--- config.mk ---
export PLATFORM = sky130hd
export DESIGN_NAME = alu_trainer
export DESIGN_NICKNAME = d
export VERILOG_FILES = /design/src/rtl/alu_trainer.sv
export SDC_FILE = /design/constraint.sdc
export NUM_CORES = 1
export LEC_CHECK = 0
export ABC_CLOCK_PERIOD_IN_PS = 2600
export CAP_MARGIN = 20
export CORE_MARGIN = 5
export CORE_UTILIZATION = 51
export DETAILED_ROUTE_END_ITERATION = 10
export GPL_TIMING_DRIVEN = 0
export PLACE_DENSITY = 0.71
export SLEW_MARGIN = 20
export SYNTH_ARGS = -nofsm -noshare
export SYNTH_HDL_FRONTEND = slang
export SYNTH_SLANG_ARGS = --single-unit
--- constraint.sdc ---
create_clock -name clk -period 2.6 [get_ports clk]
set_input_delay 0.52 -clock clk [delete_from_list [all_inputs] [get_ports clk]]
set_output_delay 0.52 -clock clk [all_outputs]
set_load 0.02 [all_outputs]
--- src/rtl/alu_trainer.sv ---
// Switch ALU trainer: synchronised operands/opcode, registered result/flags, debounced key
// accumulator (op 7) and blink divider. Define ALU_TRAINER_SAT_EN for saturating add/sub/acc.
module alu_trainer #(
  parameter int unsigned W          = 4,
  parameter int unsigned DB_CNT     = 500000,
  parameter int unsigned BLINK_BITS = 25
) (
  input  logic         clk,
  input  logic         n_rst,
  input  logic [W-1:0] din_0,
  input  logic [W-1:0] din_1,
  input  logic [2:0]   sel,
  input  logic         key_n,
  output logic [W-1:0] dout,
  output logic         carry,
  output logic         zero,
  output logic         key_evt,
  output logic         blink
);

  localparam int unsigned      DbW   = $clog2(DB_CNT);
  localparam logic [DbW-1:0]   DbMax = DbW'(DB_CNT - 1);

  logic [W-1:0] din_0_d1_q, din_0_d2_q, din_1_d1_q, din_1_d2_q;
  logic [2:0]   sel_d1_q, sel_d2_q;
  logic         key_n_d1_q, key_n_d2_q;

  logic [DbW-1:0]        db_cnt_q, db_cnt_d;
  logic                  key_lvl_q, key_lvl_d;
  logic [1:0]            prime_q, prime_d;
  logic                  armed_q, armed_d;
  logic                  key_evt_q, key_evt_d;
  logic [W-1:0]          acc_q, acc_d;
  logic                  acc_c_q, acc_c_d;
  logic                  sel7_q, sel7_d;
  logic [W-1:0]          dout_q, dout_d;
  logic                  carry_q, carry_d;
  logic                  zero_q, zero_d;
  logic [BLINK_BITS-1:0] blink_cnt_q, blink_cnt_d;

  logic [W:0]   sum, diff, acc_sum;
  logic [W-1:0] add_res, sub_res, acc_res;

  always_comb begin
    sum     = {1'b0, din_0_d2_q} + {1'b0, din_1_d2_q};
    diff    = {1'b0, din_0_d2_q} - {1'b0, din_1_d2_q};
    acc_sum = {1'b0, acc_q} + {1'b0, din_0_d2_q};
`ifdef ALU_TRAINER_SAT_EN
    add_res = sum[W] ? '1 : sum[W-1:0];
    sub_res = diff[W] ? '0 : diff[W-1:0];
    acc_res = acc_sum[W] ? '1 : acc_sum[W-1:0];
`else
    add_res = sum[W-1:0];
    sub_res = diff[W-1:0];
    acc_res = acc_sum[W-1:0];
`endif
  end

  // Debouncer; events are suppressed until the key has been seen released after reset.
  always_comb begin
    db_cnt_d  = db_cnt_q;
    key_lvl_d = key_lvl_q;
    if (key_n_d2_q == key_lvl_q) begin
      db_cnt_d = '0;
    end else if (db_cnt_q == DbMax) begin
      key_lvl_d = key_n_d2_q;
      db_cnt_d  = '0;
    end else begin
      db_cnt_d = db_cnt_q + 1'b1;
    end
    prime_d   = {prime_q[0], 1'b1};
    armed_d   = armed_q | (prime_q[1] & key_n_d2_q);
    key_evt_d = armed_q & key_lvl_q & ~key_lvl_d;
  end

  always_comb begin
    sel7_d  = (sel_d2_q == 3'd7);
    acc_d   = acc_q;
    acc_c_d = acc_c_q;
    if (sel7_d && !sel7_q) begin
      acc_d   = '0;
      acc_c_d = 1'b0;
    end else if (sel7_d && key_evt_q) begin
      acc_d   = acc_res;
      acc_c_d = acc_sum[W];
    end

    dout_d  = '0;
    carry_d = 1'b0;
    unique case (sel_d2_q)
      3'd0: dout_d = din_0_d2_q;
      3'd1: dout_d = din_1_d2_q;
      3'd2: begin
        dout_d  = add_res;
        carry_d = sum[W];
      end
      3'd3: dout_d = din_0_d2_q | din_1_d2_q;
      3'd4: begin
        dout_d  = sub_res;
        carry_d = diff[W];
      end
      3'd5: dout_d = din_0_d2_q & din_1_d2_q;
      3'd6: dout_d = din_0_d2_q ^ din_1_d2_q;
      3'd7: begin
        dout_d  = acc_d;
        carry_d = acc_c_d;
      end
      default: ;
    endcase
    zero_d      = (dout_d == '0);
    blink_cnt_d = blink_cnt_q + 1'b1;
  end

  always_ff @(posedge clk or negedge n_rst) begin
    if (!n_rst) begin
      din_0_d1_q  <= '0;
      din_0_d2_q  <= '0;
      din_1_d1_q  <= '0;
      din_1_d2_q  <= '0;
      sel_d1_q    <= '0;
      sel_d2_q    <= '0;
      key_n_d1_q  <= 1'b1;
      key_n_d2_q  <= 1'b1;
      db_cnt_q    <= '0;
      key_lvl_q   <= 1'b1;
      prime_q     <= '0;
      armed_q     <= 1'b0;
      key_evt_q   <= 1'b0;
      acc_q       <= '0;
      acc_c_q     <= 1'b0;
      sel7_q      <= 1'b0;
      dout_q      <= '0;
      carry_q     <= 1'b0;
      zero_q      <= 1'b1;
      blink_cnt_q <= '0;
    end else begin
      din_0_d1_q  <= din_0;
      din_0_d2_q  <= din_0_d1_q;
      din_1_d1_q  <= din_1;
      din_1_d2_q  <= din_1_d1_q;
      sel_d1_q    <= sel;
      sel_d2_q    <= sel_d1_q;
      key_n_d1_q  <= key_n;
      key_n_d2_q  <= key_n_d1_q;
      db_cnt_q    <= db_cnt_d;
      key_lvl_q   <= key_lvl_d;
      prime_q     <= prime_d;
      armed_q     <= armed_d;
      key_evt_q   <= key_evt_d;
      acc_q       <= acc_d;
      acc_c_q     <= acc_c_d;
      sel7_q      <= sel7_d;
      dout_q      <= dout_d;
      carry_q     <= carry_d;
      zero_q      <= zero_d;
      blink_cnt_q <= blink_cnt_d;
    end
  end

  assign dout    = dout_q;
  assign carry   = carry_q;
  assign zero    = zero_q;
  assign key_evt = key_evt_q;
  assign blink   = blink_cnt_q[BLINK_BITS-1];

endmodule

==> out/metrics.yaml <==
post_cts_buffers: 0
cts_made_buffers: 9
gp_congestion: 0.807
status: "finished clean"
num_vias: 2603
synthFlopType: "dfrtp_1"
fillers: 632
numClockSinks: 85
worst-setup-path-type: "flip-flop to flip-flop"
maxCapViolCount: 0
antenna_cells: 0
leakage_nw: 2.02
cts_resized: 0
rows: 31
cp-end-kind: "flip-flop"
grt_pass1_wl_um: 11700
drv_slew: 0
timing.rr.start: "din_0_d2_q[1]$_DFF_PN0_"
async_flop_share_pct: 100
fin_util_pct: 60.6
drt_iter0_drc: 147
grt_overflow: 0
chipHeight_um: 97.5
synth_edf_count: 0
min_period_ns: 2.26
finalSetupViolations: 0
ios: 22
clk_latency_ns: 0.34
ys_ff_latch: 85
drc: 0
fin_ws_ns: 0.340
wl_per_cell_um: 13.4
synthCells: 357
hold_viol_final: 0
grt_max_degree: 46
dieArea_um2: 9500
dpl.hpwl_um: 4780
path_max_fanout: 7
area_delta_synth_final_pct: 14.5
fin_crit_sh_pct: 86.9
coreArea_um2: 7370
cp_cell_sequence: "inv_1 > ha_1 > nor2_1 > o32ai_2 > o21ai_1 > nor3b_1 > o32a_1 > nor4_2"
antenna_found_initial: 0
grt_usage_pct: 15.1
netlist_area_um2: 3900
yosys_warnings: 0
cts_tree: "built"
syn_area_per_cell_um2: 10.9
fmax_ghz: 0.442
io_buffers: 21
hold_path.class: "primary input to async pin"
htreeDepth: 3
rsz0062_at_grt: "no"
peakVddDrop_v: 0.000269
fp.dieW_um: 97.5
crit_arrival_ns: 2.51
layout-drive-gt1-share_pct: 9.11
drt-total-wl_um: 6630
synth_cell_types: 47
critPathSlowestCell: "dfrtp_1"
ant_nets: 0
place_ws_ns: 0.347
worst_ep_required_time_ns: 2.85
slew_headroom_pct: 65.0
crit_path_max_incr_delay_ns: 0.54
clockBufferDepth: 2
nets: 425
reg2reg_depth: 8
cp-start-kind: "flip-flop"
dr.pass1.iters: 4
start_util_pct: 53.0
fin_skew_ns: 0.0122
worst_pin_slew_ns: 0.524
cts.clk_slew.worst_paths_ns: 0.08
reg2reg_slack_ns: 0.34
grt_pass1_vias: 2537
p_per_area_nw_per_um2: 581
startpoint: "din_0_d2_q[1]$_DFF_PN0_"
clockRootBuffer: "clkbuf_8"
ys_seq_area_share_pct: 54.6
synth_nets: 392
via_per_inst: 5.27
ctsHoldBuffers: 0
-- critical path, delay by kind of cell, from the launching register on --
kind,cells,cell delay [ns]
simple gates,3,0.37
buf+inv,1,0.14
flops,1,0.54
fa+ha+maj,1,0.35
compound gates,3,0.77
-- cell usage after synthesis, drive strengths merged (6+ instances only) --
master  number  area [um^2]
dfrtp       81         2030
nor2        40          153
nand2       28          105
nand3       24          120
xnor2       24          210
inv         21         78.8
xor2        19          166
ha          18          225
o21ai       12         60.1
a21oi       10         50.1
buf          8         46.3
nand4        8         56.3
and3         6         37.5
-- layout make-up --
type | instances | area (um^2) | share of cell area, %
flip-flops and latches | 85 | 2130 | 47.7
multi-input cells | 242 | 1640 | 36.8
repair buffers | 22 | 228 | 5.10
clock buffers | 14 | 153 | 3.42
well taps | 99 | 124 | 2.77
inverters | 21 | 78.8 | 1.76
clock inverters | 2 | 60.1 | 1.34
plain buffers | 9 | 50.0 | 1.12
-- report_power, final --
group	switching (mW)	total (mW)	internal, mW
Sequential	0.0211	1.38	1.36
Clock	0.433	1.00	0.570
Combinational	0.119	0.212	0.0929
-- placed cells by master, fill, tap and decap left out, types with 5 or more instances in the layout --
cell type	Yosys	layout
xnor2_1	24	24
a21oi_1	10	10
nand4_1	7	7
o21ai_0	10	10
and3_1	6	6
inv_1	20	20
nand2_1	28	28
clkdlybuf4s50_1	0	20
clkbuf_1	1	5
dfrtp_1	81	81
o22ai_1	5	5
xor2_1	19	19
nand3_1	24	24
ha_1	18	18
buf_2	7	7
nor2_1	39	39
clkbuf_8	0	10
-- path summary, 6_finish.rpt --
check | to
worst max-delay path | zero$_DFF_PN1_
worst min-delay path | dout[0]$_DFF_PN0_
min in group clk | sel_d2_q[1]$_DFF_PN0_
worst min register to register | sel_d2_q[1]$_DFF_PN0_
worst max register to register | zero$_DFF_PN1_
max in group asynchronous | key_lvl_q$_DFF_PN1_
-- stage by stage --
step                      TNS [ns]  power (mW)  hold slack, ns  cells  instance area (um^2)
after floorplan                  0        1.52           0.224    357                  3900
after global placement     -158.23        1.61           0.333    477                  4240
after CTS                        0        2.63           0.162    494                  4470
after global routing             0        2.71           0.192    494                  4470
after detailed placement         0        1.62           0.335    478                  4250
final                            0        2.59           0.154    494                  4470
-- cells by family after synthesis --
family	share of synthesized area (%)
other	0.0961
multiplexers	0.834
buffers and inverters	3.30
AND/OR/NAND/NOR	16.5
adder cells (fa/ha/maj)	7.31
flip-flops	54.6
XOR/XNOR	9.65
AO/OA/AOI/OAI	7.63
-- layer usage --
metal,vias to the layer above,global-route usage (%),part of all wire (%)
met5,-,0,0
met4,0,5.96,1.7
met3,10,3.73,4.7
met2,59,22.4,47
met1,1267,21.3,47
li1,1267,-,-
-- state kept, by name (all words and copies together), names as in the netlist --
register and flops:
din_1_d2_q 4, carry 1, din_0_d1_q 4, sel7_q 1, dout 4, acc_q 4, key_lvl_q 1, key_evt 1
prime_q 2, acc_c_q 1, armed_q 1, sel_d1_q 3, blink_cnt_q 25, din_0_d2_q 4, sel_d2_q 3, zero 1
db_cnt_q 19, key_n_d2_q 1, key_n_d1_q 1, din_1_d1_q 4
(Power assumes the default switching activity.)
